<file path="src/rtl/bisr_pkg.sv">
// Shared BISR recompute-path types and constants: feeder FSM states, one-hot helpers, drain length.
package bisr_pkg;

  typedef enum logic [1:0] {
    ST_IDLE,
    ST_LOAD,
    ST_ACTIVE,
    ST_DRAIN
  } feeder_state_t;

  localparam int ARRAY_COLS = 4;
  localparam int MARK_W     = 32;

  function automatic int drain_len(input int cols);
    return cols + 2;
  endfunction

  // Downstream pipeline depth the feeder waits out after fault_clear.
  localparam int DRAIN_CYCLES = drain_len(ARRAY_COLS);

  function automatic logic [MARK_W-1:0] onehot_row(input int idx);
    return MARK_W'(1) << idx;
  endfunction

  function automatic logic [MARK_W-1:0] onehot_col(input int idx);
    return MARK_W'(1) << idx;
  endfunction

endpackage

</file>
<file path="src/rtl/skew_delay_line.sv">
// Per-row activation shift register; tap k is din_i delayed k cycles (tap 0 is the live input).
// Shifts every cycle regardless of feeder state; synchronous active-low reset clears all stages.
module skew_delay_line #(
  parameter int DEPTH     = 3,
  parameter int WORD_SIZE = 16
) (
  input  logic                           clk_i,
  input  logic                           rst_ni,
  input  logic [WORD_SIZE-1:0]           din_i,
  output logic [(DEPTH+1)*WORD_SIZE-1:0] taps_o
);

  logic [DEPTH*WORD_SIZE-1:0] stage_q, stage_d;

  always_comb begin
    stage_d = stage_q;
    stage_d[WORD_SIZE-1:0] = din_i;
    for (int k = 1; k < DEPTH; k++) begin
      stage_d[k*WORD_SIZE +: WORD_SIZE] = stage_q[(k-1)*WORD_SIZE +: WORD_SIZE];
    end
  end

  always_ff @(posedge clk_i) begin
    if (!rst_ni) begin
      stage_q <= '0;
    end else begin
      stage_q <= stage_d;
    end
  end

  assign taps_o = {stage_q, din_i};

endmodule

</file>
<file path="src/rtl/recompute_feeder.sv">
// Rebuilds the weight, skewed west activation and north partial sum of one faulty PE for recompute_unit.
// Operands valid two edges after the accepted handshake; COLS+2 drain cycles follow fault_clear.
module recompute_feeder
  import bisr_pkg::*;
#(
  parameter int WORD_SIZE = 16,
  parameter int ROWS      = 4,
  parameter int COLS      = 4
) (
  input  logic                           clk,
  input  logic                           rst,
  input  logic                           fault_valid,
  output logic                           fault_ready,
  // One spare index bit so an out-of-range location can be presented and rejected.
  input  logic [$clog2(ROWS+1)-1:0]      fault_row,
  input  logic [$clog2(COLS+1)-1:0]      fault_col,
  input  logic                           fault_clear,
  input  logic [ROWS*COLS*WORD_SIZE-1:0] weight_bus,
  input  logic [ROWS*WORD_SIZE-1:0]      left_bus,
  input  logic [ROWS*COLS*WORD_SIZE-1:0] psum_bus,
  output logic [WORD_SIZE-1:0]           Weight,
  output logic [WORD_SIZE-1:0]           TopIn,
  output logic [WORD_SIZE-1:0]           LeftIn,
  output logic [ROWS-1:0]                faultyRowOut,
  output logic [COLS-1:0]                faultyColOut,
  output logic                           recompute_en,
  output logic                           fault_err
);

  localparam int RIW       = $clog2(ROWS + 1);
  localparam int CIW       = $clog2(COLS + 1);
  localparam int DRAIN_LEN = drain_len(COLS);
  localparam int CW        = $clog2(DRAIN_LEN);

  feeder_state_t        state_q, state_d;
  logic [CW-1:0]        cnt_q, cnt_d;
  logic [RIW-1:0]       row_q, row_d;
  logic [CIW-1:0]       col_q, col_d;
  logic [WORD_SIZE-1:0] weight_q, weight_d;
  logic [WORD_SIZE-1:0] top_q, top_d;
  logic [WORD_SIZE-1:0] left_q, left_d;
  logic [ROWS-1:0]      rmark_q, rmark_d;
  logic [COLS-1:0]      cmark_q, cmark_d;
  logic                 err_q, err_d;

  logic [ROWS*COLS*WORD_SIZE-1:0] tap_flat;
  int                             pe_sel;
  logic [WORD_SIZE-1:0]           top_src;

  for (genvar r = 0; r < ROWS; r++) begin : g_skew
    skew_delay_line #(
      .DEPTH     (COLS - 1),
      .WORD_SIZE (WORD_SIZE)
    ) u_skew (
      .clk_i  (clk),
      .rst_ni (rst),
      .din_i  (left_bus[r*WORD_SIZE +: WORD_SIZE]),
      .taps_o (tap_flat[r*COLS*WORD_SIZE +: COLS*WORD_SIZE])
    );
  end

  always_comb begin
    state_d  = state_q;
    cnt_d    = cnt_q;
    row_d    = row_q;
    col_d    = col_q;
    weight_d = weight_q;
    top_d    = top_q;
    left_d   = left_q;
    rmark_d  = rmark_q;
    cmark_d  = cmark_q;
    err_d    = 1'b0;
    // Taps and PEs share the row*COLS+col layout, so one selector serves both.
    pe_sel   = int'(row_q) * COLS + int'(col_q);
    top_src  = (row_q == '0) ? '0 : psum_bus[(pe_sel - COLS)*WORD_SIZE +: WORD_SIZE];

    unique case (state_q)
      ST_IDLE: begin
        if (fault_valid) begin
          if (int'(fault_row) >= ROWS || int'(fault_col) >= COLS) begin
            err_d = 1'b1;
          end else begin
            row_d   = fault_row;
            col_d   = fault_col;
            state_d = ST_LOAD;
          end
        end
      end
      ST_LOAD: begin
        weight_d = weight_bus[pe_sel*WORD_SIZE +: WORD_SIZE];
        rmark_d  = ROWS'(onehot_row(int'(row_q)));
        cmark_d  = COLS'(onehot_col(int'(col_q)));
        top_d    = top_src;
        left_d   = tap_flat[pe_sel*WORD_SIZE +: WORD_SIZE];
        state_d  = ST_ACTIVE;
      end
      ST_ACTIVE: begin
        if (fault_clear) begin
          cnt_d   = CW'(DRAIN_LEN - 1);
          state_d = ST_DRAIN;
        end else begin
          top_d  = top_src;
          left_d = tap_flat[pe_sel*WORD_SIZE +: WORD_SIZE];
        end
      end
      ST_DRAIN: begin
        if (cnt_q == '0) begin
          weight_d = '0;
          top_d    = '0;
          left_d   = '0;
          rmark_d  = '0;
          cmark_d  = '0;
          state_d  = ST_IDLE;
        end else begin
          cnt_d = cnt_q - 1'b1;
        end
      end
      default: state_d = ST_IDLE;
    endcase
  end

  always_ff @(posedge clk) begin
    if (!rst) begin
      state_q  <= ST_IDLE;
      cnt_q    <= '0;
      row_q    <= '0;
      col_q    <= '0;
      weight_q <= '0;
      top_q    <= '0;
      left_q   <= '0;
      rmark_q  <= '0;
      cmark_q  <= '0;
      err_q    <= 1'b0;
    end else begin
      state_q  <= state_d;
      cnt_q    <= cnt_d;
      row_q    <= row_d;
      col_q    <= col_d;
      weight_q <= weight_d;
      top_q    <= top_d;
      left_q   <= left_d;
      rmark_q  <= rmark_d;
      cmark_q  <= cmark_d;
      err_q    <= err_d;
    end
  end

  assign fault_ready  = (state_q == ST_IDLE);
  assign recompute_en = (state_q == ST_ACTIVE);
  assign Weight       = weight_q;
  assign TopIn        = top_q;
  assign LeftIn       = left_q;
  assign faultyRowOut = rmark_q;
  assign faultyColOut = cmark_q;
  assign fault_err    = err_q;

endmodule

</file>
<file path="config.mk">
export PLATFORM = sky130hd
export DESIGN_NAME = recompute_feeder
export DESIGN_NICKNAME = d
export VERILOG_FILES = /design/src/rtl/bisr_pkg.sv /design/src/rtl/skew_delay_line.sv /design/src/rtl/recompute_feeder.sv
export SDC_FILE = /design/constraint.sdc
export NUM_CORES = 1
export LEC_CHECK = 0
export CAP_MARGIN = 25
export CORE_AREA = 2 2 252 254
export DETAILED_ROUTE_END_ITERATION = 16
export DIE_AREA = 0 0 254 256
export PLACE_DENSITY = 0.55
export SLEW_MARGIN = 10
export SYNTH_ARGS = -nofsm -noshare
export SYNTH_HDL_FRONTEND = slang
export SYNTH_SLANG_ARGS = --single-unit
</file>
<file path="constraint.sdc">
create_clock -name clk -period 2.87 [get_ports clk]
set_input_delay 0.574 -clock clk [delete_from_list [all_inputs] [get_ports clk]]
set_output_delay 0.574 -clock clk [all_outputs]
set_load 0.02 [all_outputs]
</file>
# Word level (Yosys, flattened, before mapping)
# Index checks and enable logic that the tools add are counted.
# op_classes
add_sub_neg	3
magnitude_cmp	2
eq_ne	9
muxes	19
n_reduce_logical	13
n_mul	0
n_shift	5
bitwise	1
div	0
# op_table
operator	n
256-bit by 11-bit variable part select with 16-bit output	3
16-bit one-hot mux with 3 select lines	2
16-bit two-way mux	4
16-bit one-hot mux with 2 select lines	1
4-bit one-hot mux with 2 select lines	2
2-bit inequality test, second input constant	6
3-bit AND reduction	4
2-bit two-way mux	4
2-bit one-hot mux with 4 select lines	1
1-bit by 3-bit left shift with 4-bit output, first input constant	2
6-bit by 3-bit subtractor with 7-bit output, second input constant	1
5-bit by 3-bit adder with 6-bit output	1
3-bit greater-or-equal comparator, second input constant	2
3-bit zero test	2
3-bit two-way mux	2
3-bit one-hot mux with 2 select lines	1
2-bit equality test, second input constant	2
4-bit two-way mux	1
4-bit AND reduction	1
2-bit nonzero test	2
3-bit nonzero test	1
3-bit by 1-bit subtractor with 3-bit output, second input constant	1
2-bit by 1-bit equality test with 1-bit output, second input constant	1
2-bit zero test	1
other kinds (4)	4
# totals
mem_count	0
in_bits	586
mem_bits_rw	0
latchBits	0
wordCells	66
ff_bits	260
rom_bits	0

# Depth between registers and ports, before layout
# depth
depth_word	6
ltp_mapped	14

# By module
# A second synthesis with hierarchy kept.
# hier_totals
cells_unflattened	1267
hier_area_um2	14452.6
# modules_own_cells
mod	seq_area_each_um2	area_per_inst_um2	instances	cells_per_inst
recompute_feeder	1361.3	8647.0	1	799
skew_delay_line	960.9	1451.4	4	117

# Worst setup path after synthesis
# Ideal clock, no wire load.
# synth_path
kind	reg-to-reg
startpoint	reg row_q[0]
endpoint	reg top_q[10], in the netlist TopIn[10]
path_buffers	6
path_slack_ps	-190
stages_incl_launch_ff	14
t_arrival_ps	2942
period_less_slack_ps	3060
required_time_ps	2753
setup_time_ps	117
cell_sequence	dfxtp_1 > ha_1 > buf_2 > buf_6 > buf_4 > inv_2 > buf_4 > ha_1 > clkbuf_1 > clkbuf_1 > mux4_2 > mux2i_1 > nand2_1 > a32o_1
# synth_via
elab_chain_len	6
elab_cells_between_ends	7
# synth_rtl
item	line_no	text
start: declaration	recompute_feeder.sv:37	logic [RIW-1:0] row_q, row_d;
start signal: assignment	recompute_feeder.sv:137	row_q <= row_d;
5-bit by 3-bit adder with 6-bit output	recompute_feeder.sv:74	pe_sel = int'(row_q) * COLS + int'(col_q);
6-bit by 3-bit subtractor with 7-bit output	recompute_feeder.sv:75	top_src = (row_q == '0) ? '0 : psum_bus[(pe_sel - COLS)*WORD_SIZE +: WORD_SIZE];
256-bit by 11-bit variable part select with 16-bit output	recompute_feeder.sv:75	
16-bit two-way mux *	recompute_feeder.sv:75	
16-bit two-way mux	recompute_feeder.sv:98	if (fault_clear) begin
16-bit one-hot mux with 3 select lines *	recompute_feeder.sv:77	unique case (state_q)
end signal: assignment	recompute_feeder.sv:140	top_q <= top_d;
end: declaration	recompute_feeder.sv:40	logic [WORD_SIZE-1:0] top_q, top_d;
# Mark *: on every way between the ends. The rest lies on a longest branch, timed or not. The select of a mux whose other input is x is not followed.
# A chain may end at the register's enable or synchronous reset.

# Worst setup path after layout
# layout_path
startpoint	reg row_q[0]
endpoint	reg top_q[3], in the netlist TopIn[3]
# Same word-level chain as after synthesis.

==> qor.yml <==
worst_setup_path:
  worstReg2RegStart: "row_q[0]"
  cpPeakStageDelay_ns: 0.34
  crit_buf_inv: 3
  end_kind: "flip-flop"
  cp.depth: 10
  r2r_end: "TopIn[3]"
  arrival_ns: 3.12
  critPathRequiredTime_ns: 3.30
  crit_chain: "ha_4 -> ha_1 -> inv_1 -> ha_2 -> buf_12 -> buf_12 -> mux4_2 -> mux2i_1 -> nand2_1 -> a32o_1"
  reg2reg_depth: 10
  crit_path_end: "TopIn[3]"
  cpLargestDelayFamily: "adder cells"
  crit_fanout: 25
  crit_slowest_cell: "ha_2"
  worstSetupStartpoint: "row_q[0]"
  start_kind: "flip-flop"
  crit_top_cell: "buf_12"
  crit_type: "reg -> reg"
  timing.reg2reg.setup_slack_ns: 0.19
global_routing:
  grt_remaining_overflow: 0
  first_global_vias: 13100
  groute.usage.overall_pct: 22.2
  grt_pass1_wl_mm: 102
  grt_max_degree: 196
  antenna_found_initial: 58
timing:
  period_needed_ns: 2.68
  slew_headroom_pct: 45.8
  setup_viol: 0
  fmax_mhz: 372
  whs_ns: 0.441
  skew_ns: 0.0265
  rsz0062_at_grt: "false"
  post-route-period-util_pct: 93.5
  hold_violations: 0
  final.setup.tns_ns: 0
  tightest_slew_ns: 0.813
  slew_violations: 0
floorplan:
  core_area_um2: 62400
  initial_core_util_pct: 22.0
  die_w_um: 254
  die_h_um: 256
  pin_count: 645
  die_area_um2: 65000
  rows: 92
routing:
  firstDrtPassIters: 4
  routed_via_density: 4.71
  drt_iter0_drc: 721
  drc: 0
  antenna_left: 0
  via_count: 12300
  routedWlPerCell_um: 28.5
  finalWirelength_mm: 74.5
synth:
  yosysWarnings: 0
  netlist_area_um2: 13700
  synth_seq_cells: 260
  syn-num-nets: 1702
  ys.flop_type: "dfxtp_1"
  syn_inst: 1107
  synth-seq-area-share_pct: 37.9
  synthDistinctLibCells: 44
  synth_edf_count: 0
  syn_avg_cell_area_um2: 12.4
  synthArstFlopShare_pct: 0
final_layout:
  final_cell_mix: "643 x clkdlybuf4s50_1, 258 x dfxtp_1, 194 x and2_1"
  area_growth_pct: 64.1
  drive_gt1_share_pct: 18.5
  fin_nets: 2334
  final_area_um2: 22500
  final_common_cell: "clkdlybuf4s50_1"
cts:
  clk_path_buf_depth: 3
  cts.reportedPaths.clkPinSlew_ns: 0.06
  cts_buffers: 35
  root_buffer: "clkbuf_16"
  clock_latency_ns: 0.56
  cts_tree: "yes"
  cts_resized: 0
  cts_hold_buf: 0
  clock_sinks: 260
  cts_setup_buffers: 0
  h-tree-depth: 2
placement:
  place.detailed.hpwl_mm: 61.4
  place_congestion: 0.981
  port_buffers: 644
  place_area_um2: 21400
worst_hold_path:
  worstHoldPathType: "reg -> reg"
power_and_ir_drop:
  vdd_drop_max_uv: 366
  leakagePower_nw: 8.00
  p_per_area_nw_per_um2: 522
flow_run:
  drv_cap: 0
status:
  outcome: "completed"
## power breakdown
group	total, mW	internal, mW	leakage (nW)	switching, mW
logic	3.36	1.88	5.31	1.48
clock network	4.35	2.58	0.555	1.77
registers	4.05	3.88	2.13	0.171
## per-stage QoR
| stage | std cells | utilization (%) | power, mW | worst slack [ns] |
|---|---|---|---|---|
| 6_report | 2618 | 36.1 | 11.8 | 0.185 |
| 5_1_grt | 2610 | 36.1 | 12.3 | 0.123 |
| 4_1_cts | 2609 | 36.1 | 11.9 | 0.207 |
| 3_5_place_dp | 2548 | 34.2 | 7.53 | 0.219 |
| 3_3_place_gp | 2547 | 34.2 | 7.49 | 0.0559 |
| 2_1_floorplan | 1107 | - | 5.67 | 0.00487 |
## routing by layer
layer | routed length, um | global-route usage (%) | vias up
met5 | 482 | 0 | -
met3 | 9860 | 12.7 | 127
met1 | 31300 | 27.9 | 6130
met4 | 901 | 3.12 | 76
li1 | - | - | 5488
met2 | 32000 | 33.7 | 522
## synth_stat cells (17+ instances only)
cell / count / share of area [%]
nor2_1: 17 / 0.46
inv_1: 23 / 0.63
dfxtp_1: 260 / 38
and2_1: 194 / 8.8
a21oi_1: 23 / 0.84
buf_2: 43 / 1.6
mux2i_1: 80 / 5.8
mux2_2: 31 / 2.5
mux4_2: 177 / 29
a211o_1: 18 / 1.1
clkbuf_1: 39 / 1.1
nand2_1: 27 / 0.74
nor3_1: 54 / 2.0
## area by class of cell
type,instances,area (um^2)
Timing Repair Buffer,696,7010
Antenna cell,9,22.5
Fill cell,6198,39800
Sequential cell,260,5210
Clock inverter,10,148
Inverter,25,93.8
Tap cell,846,1060
Clock buffer,51,1020
Multi-Input combinational cell,721,7980
## logic make-up after synthesis
group	share of synthesized area (%)
simple gates	13.0
mux	37.4
flops	37.9
buf+inv	4.31
compound gates	6.64
fa+ha+maj	0.820
## worst min-delay path by stage
stage	to	cells past startpoint	startpoint	slack [ns]
after floorplan	g_skew[1].u_skew.stage_q[16]	1	g_skew[1].u_skew.stage_q[0]	0.42
after global placement	g_skew[1].u_skew.stage_q[36]	1	g_skew[1].u_skew.stage_q[20]	0.43
after detailed placement	g_skew[3].u_skew.stage_q[37]	1	g_skew[3].u_skew.stage_q[21]	0.44
after CTS	g_skew[2].u_skew.stage_q[45]	1	g_skew[2].u_skew.stage_q[29]	0.44
after global routing	g_skew[1].u_skew.stage_q[46]	1	g_skew[1].u_skew.stage_q[30]	0.47
final	g_skew[2].u_skew.stage_q[45]	1	g_skew[2].u_skew.stage_q[29]	0.44
## flip-flops by register name, indices dropped and copies added, names as in the netlist
name	cells
LeftIn	16
TopIn	16
Weight	16
cnt_q	3
col_q	3
fault_err	1
faultyColOut	4
faultyRowOut	4
g_skew.u_skew.stage_q	192
row_q	3
state_q	2
(Power assumes the default switching activity.)
==> variant: new RTL, same settings <==
The output `fault_err` loses its register stage (`err_q` becomes a continuous assignment).
--- a/src/rtl/recompute_feeder.sv
+++ b/src/rtl/recompute_feeder.sv
@@ -130,7 +130,6 @@
       left_q   <= '0;
       rmark_q  <= '0;
       cmark_q  <= '0;
-      err_q    <= 1'b0;
     end else begin
       state_q  <= state_d;
       cnt_q    <= cnt_d;
@@ -141,9 +140,10 @@
       left_q   <= left_d;
       rmark_q  <= rmark_d;
       cmark_q  <= cmark_d;
-      err_q    <= err_d;
     end
   end
+
+  assign err_q = err_d;
 
   assign fault_ready  = (state_q == ST_IDLE);
   assign recompute_en = (state_q == ST_ACTIVE);
Behaviour: not the same (a bounded check fails within 4 cycles, from zero or initial values and one cycle with rst low).
==> variant against the original RTL <==
- largest power group unchanged
- clock power barely moved
- cell area decreased by 1.3%
- global-route usage increased by 1.5 points
- synthesized area decreased by 0.75%
- worst setup slack lost 0.050 ns
- clock skew grew 0.0062 ns
- wire length is 7.4% higher
- critical path type unchanged
- total power barely moved
- sequential cell count is 1 lower
==> variant: results (changes against the original RTL) <==
- The run finished with clean final reports.
- The worst voltage drop across the vdd grid is 0.423 mV (+16%).
- In the synthesized netlist, the cells that appear most often are sky130_fd_sc_hd__dfxtp_1, sky130_fd_sc_hd__and2_1, sky130_fd_sc_hd__mux4_2, sky130_fd_sc_hd__mux2i_1, sky130_fd_sc_hd__nand2_1.
- The clock latency at the later pin of the worst-skew pair was 0.60 ns (+0.04 ns).
- The final weighted congestion of routability-driven global placement came to 0.982 (+0.14%).
- The non-filler instance count after layout is 2632 (+0.53%).
- The static leakage came to 0.00767 µW (-4.1%).
- The number of clock buffers inserted by TritonCTS came to 30 (-14%).
- By area the synthesized netlist is led by sky130_fd_sc_hd__dfxtp_1, sky130_fd_sc_hd__mux4_2, sky130_fd_sc_hd__and2_1.
- The total via count after detailed routing is 12474 (+1.1%).
- The final setup skew came to 0.0327 ns (+0.00623 ns).
- The net count reported at finish is 2350 (+0.69%).
- The detailed-router iteration count before antenna repair is 5 (+1).
- The relative slew slack is 0.429 (-0.0292).
- The total global-route track usage is 0.238 (+0.0152).
- The post-placement cell area is 21100 µm² (-1.2%).
- The iteration-0 DRC count of the detailed router is 909 (+26%).
- The post-synthesis sequential area ratio was 0.380 (+0.00138).
- The pin count of the biggest net entering global routing is 109 (-44%).
- The mean area per synthesized cell is 12.0 µm² (-3.1%).
- The post-detailed-placement half-perimeter wirelength is 67.2 mm (+9.5%).
- The number of global-route vias before repair was 13131 (+0.14%).
- The number of antenna violations at the first check in global routing is 46 (-21%).
- The layout cell share with drive strength beyond 1 is 0.169 (-0.0168).
- The number of library cell types mapped by synthesis was 43 (-2.3%).
- The synthesized net count is 1729 (+1.6%).
- The wire length of the first global-routing pass is 107 mm (+5.2%).
- The clock tree root buffer cell is sky130_fd_sc_hd__clkbuf_16.
- The post-place setup slack is -0.0121 ns (-0.231 ns).
-- variant: cell types whose count changed after synthesis, moves of 16 or more --
cell,before,now
sky130_fd_sc_hd__a211o_1,18,1
sky130_fd_sc_hd__a2bb2oi_1,0,16
sky130_fd_sc_hd__a32o_1,16,0
sky130_fd_sc_hd__inv_1,23,6
sky130_fd_sc_hd__nand2_1,27,79
sky130_fd_sc_hd__nor2_1,17,46
sky130_fd_sc_hd__nor3_1,54,7
sky130_fd_sc_hd__o21ai_0,1,17
-- variant: timing repair --
action,4_1_cts,5_1_grt
endpoints found under the setup margin,1,0
hold endpoints to repair,0,0
resized for setup,1,0
-- variant: kinds of logic (layout without fill, tap and decap cells) --
group / count (synthesis) / count (layout) / synth area share
simple gates: 362 / 362 / 0.143
compound gates: 124 / 124 / 0.0635
other cells: 0 / 7 / 0
buf+inv: 106 / 751 / 0.0399
flops: 259 / 259 / 0.380
mux: 273 / 273 / 0.364
xor+xnor: 1 / 1 / 0.000642
fa+ha+maj: 9 / 9 / 0.00826
-- variant: routing by layer --
layer | vias to the layer above | part of all wire | global-route usage
met1 | 6232 | 0.41 | 0.296
li1 | 5488 | - | -
met5 | - | 0.0018 | 0
met3 | 127 | 0.079 | 0.0606
met2 | 605 | 0.48 | 0.399
met4 | 22 | 0.036 | 0.0760
-- variant: path summary, 6_finish.rpt --
check,start,end,slack [ns],depth (start not counted)
worst max-delay path,col_q[2],TopIn[14],0.14,9
worst min-delay path,g_skew[2].u_skew.stage_q[29],g_skew[2].u_skew.stage_q[45],0.43,1
worst max register to register,col_q[2],TopIn[14],0.14,9
worst min register to register,g_skew[2].u_skew.stage_q[29],g_skew[2].u_skew.stage_q[45],0.43,1
-- variant: where the power goes --
part	switching [µW]	internal (µW)	total (µW)
Sequential	173	3860	4040
Combinational	1540	1840	3380
Clock	1680	2660	4340
-- variant: cell type report --
class / instances / area [µm²]
Antenna cell: 7 / 17.5
Clock buffer: 36 / 813
Clock inverter: 20 / 317
Fill cell: 6235 / 40100
Inverter: 8 / 31.3
Multi-Input combinational cell: 769 / 7930
Sequential cell: 259 / 5190
Tap cell: 846 / 1060
Timing Repair Buffer: 687 / 6890
-- variant: worst max-delay path, cell delays in order (launching register included) --
cell and delay, ns:
sky130_fd_sc_hd__dfxtp_1 0.36, sky130_fd_sc_hd__ha_4 0.19, sky130_fd_sc_hd__ha_1 0.33, sky130_fd_sc_hd__inv_1 0.09
sky130_fd_sc_hd__ha_2 0.34, sky130_fd_sc_hd__buf_12 0.28, sky130_fd_sc_hd__mux4_2 0.34, sky130_fd_sc_hd__nor2b_1 0.15
sky130_fd_sc_hd__a211oi_2 0.39, sky130_fd_sc_hd__o31ai_1 0.11
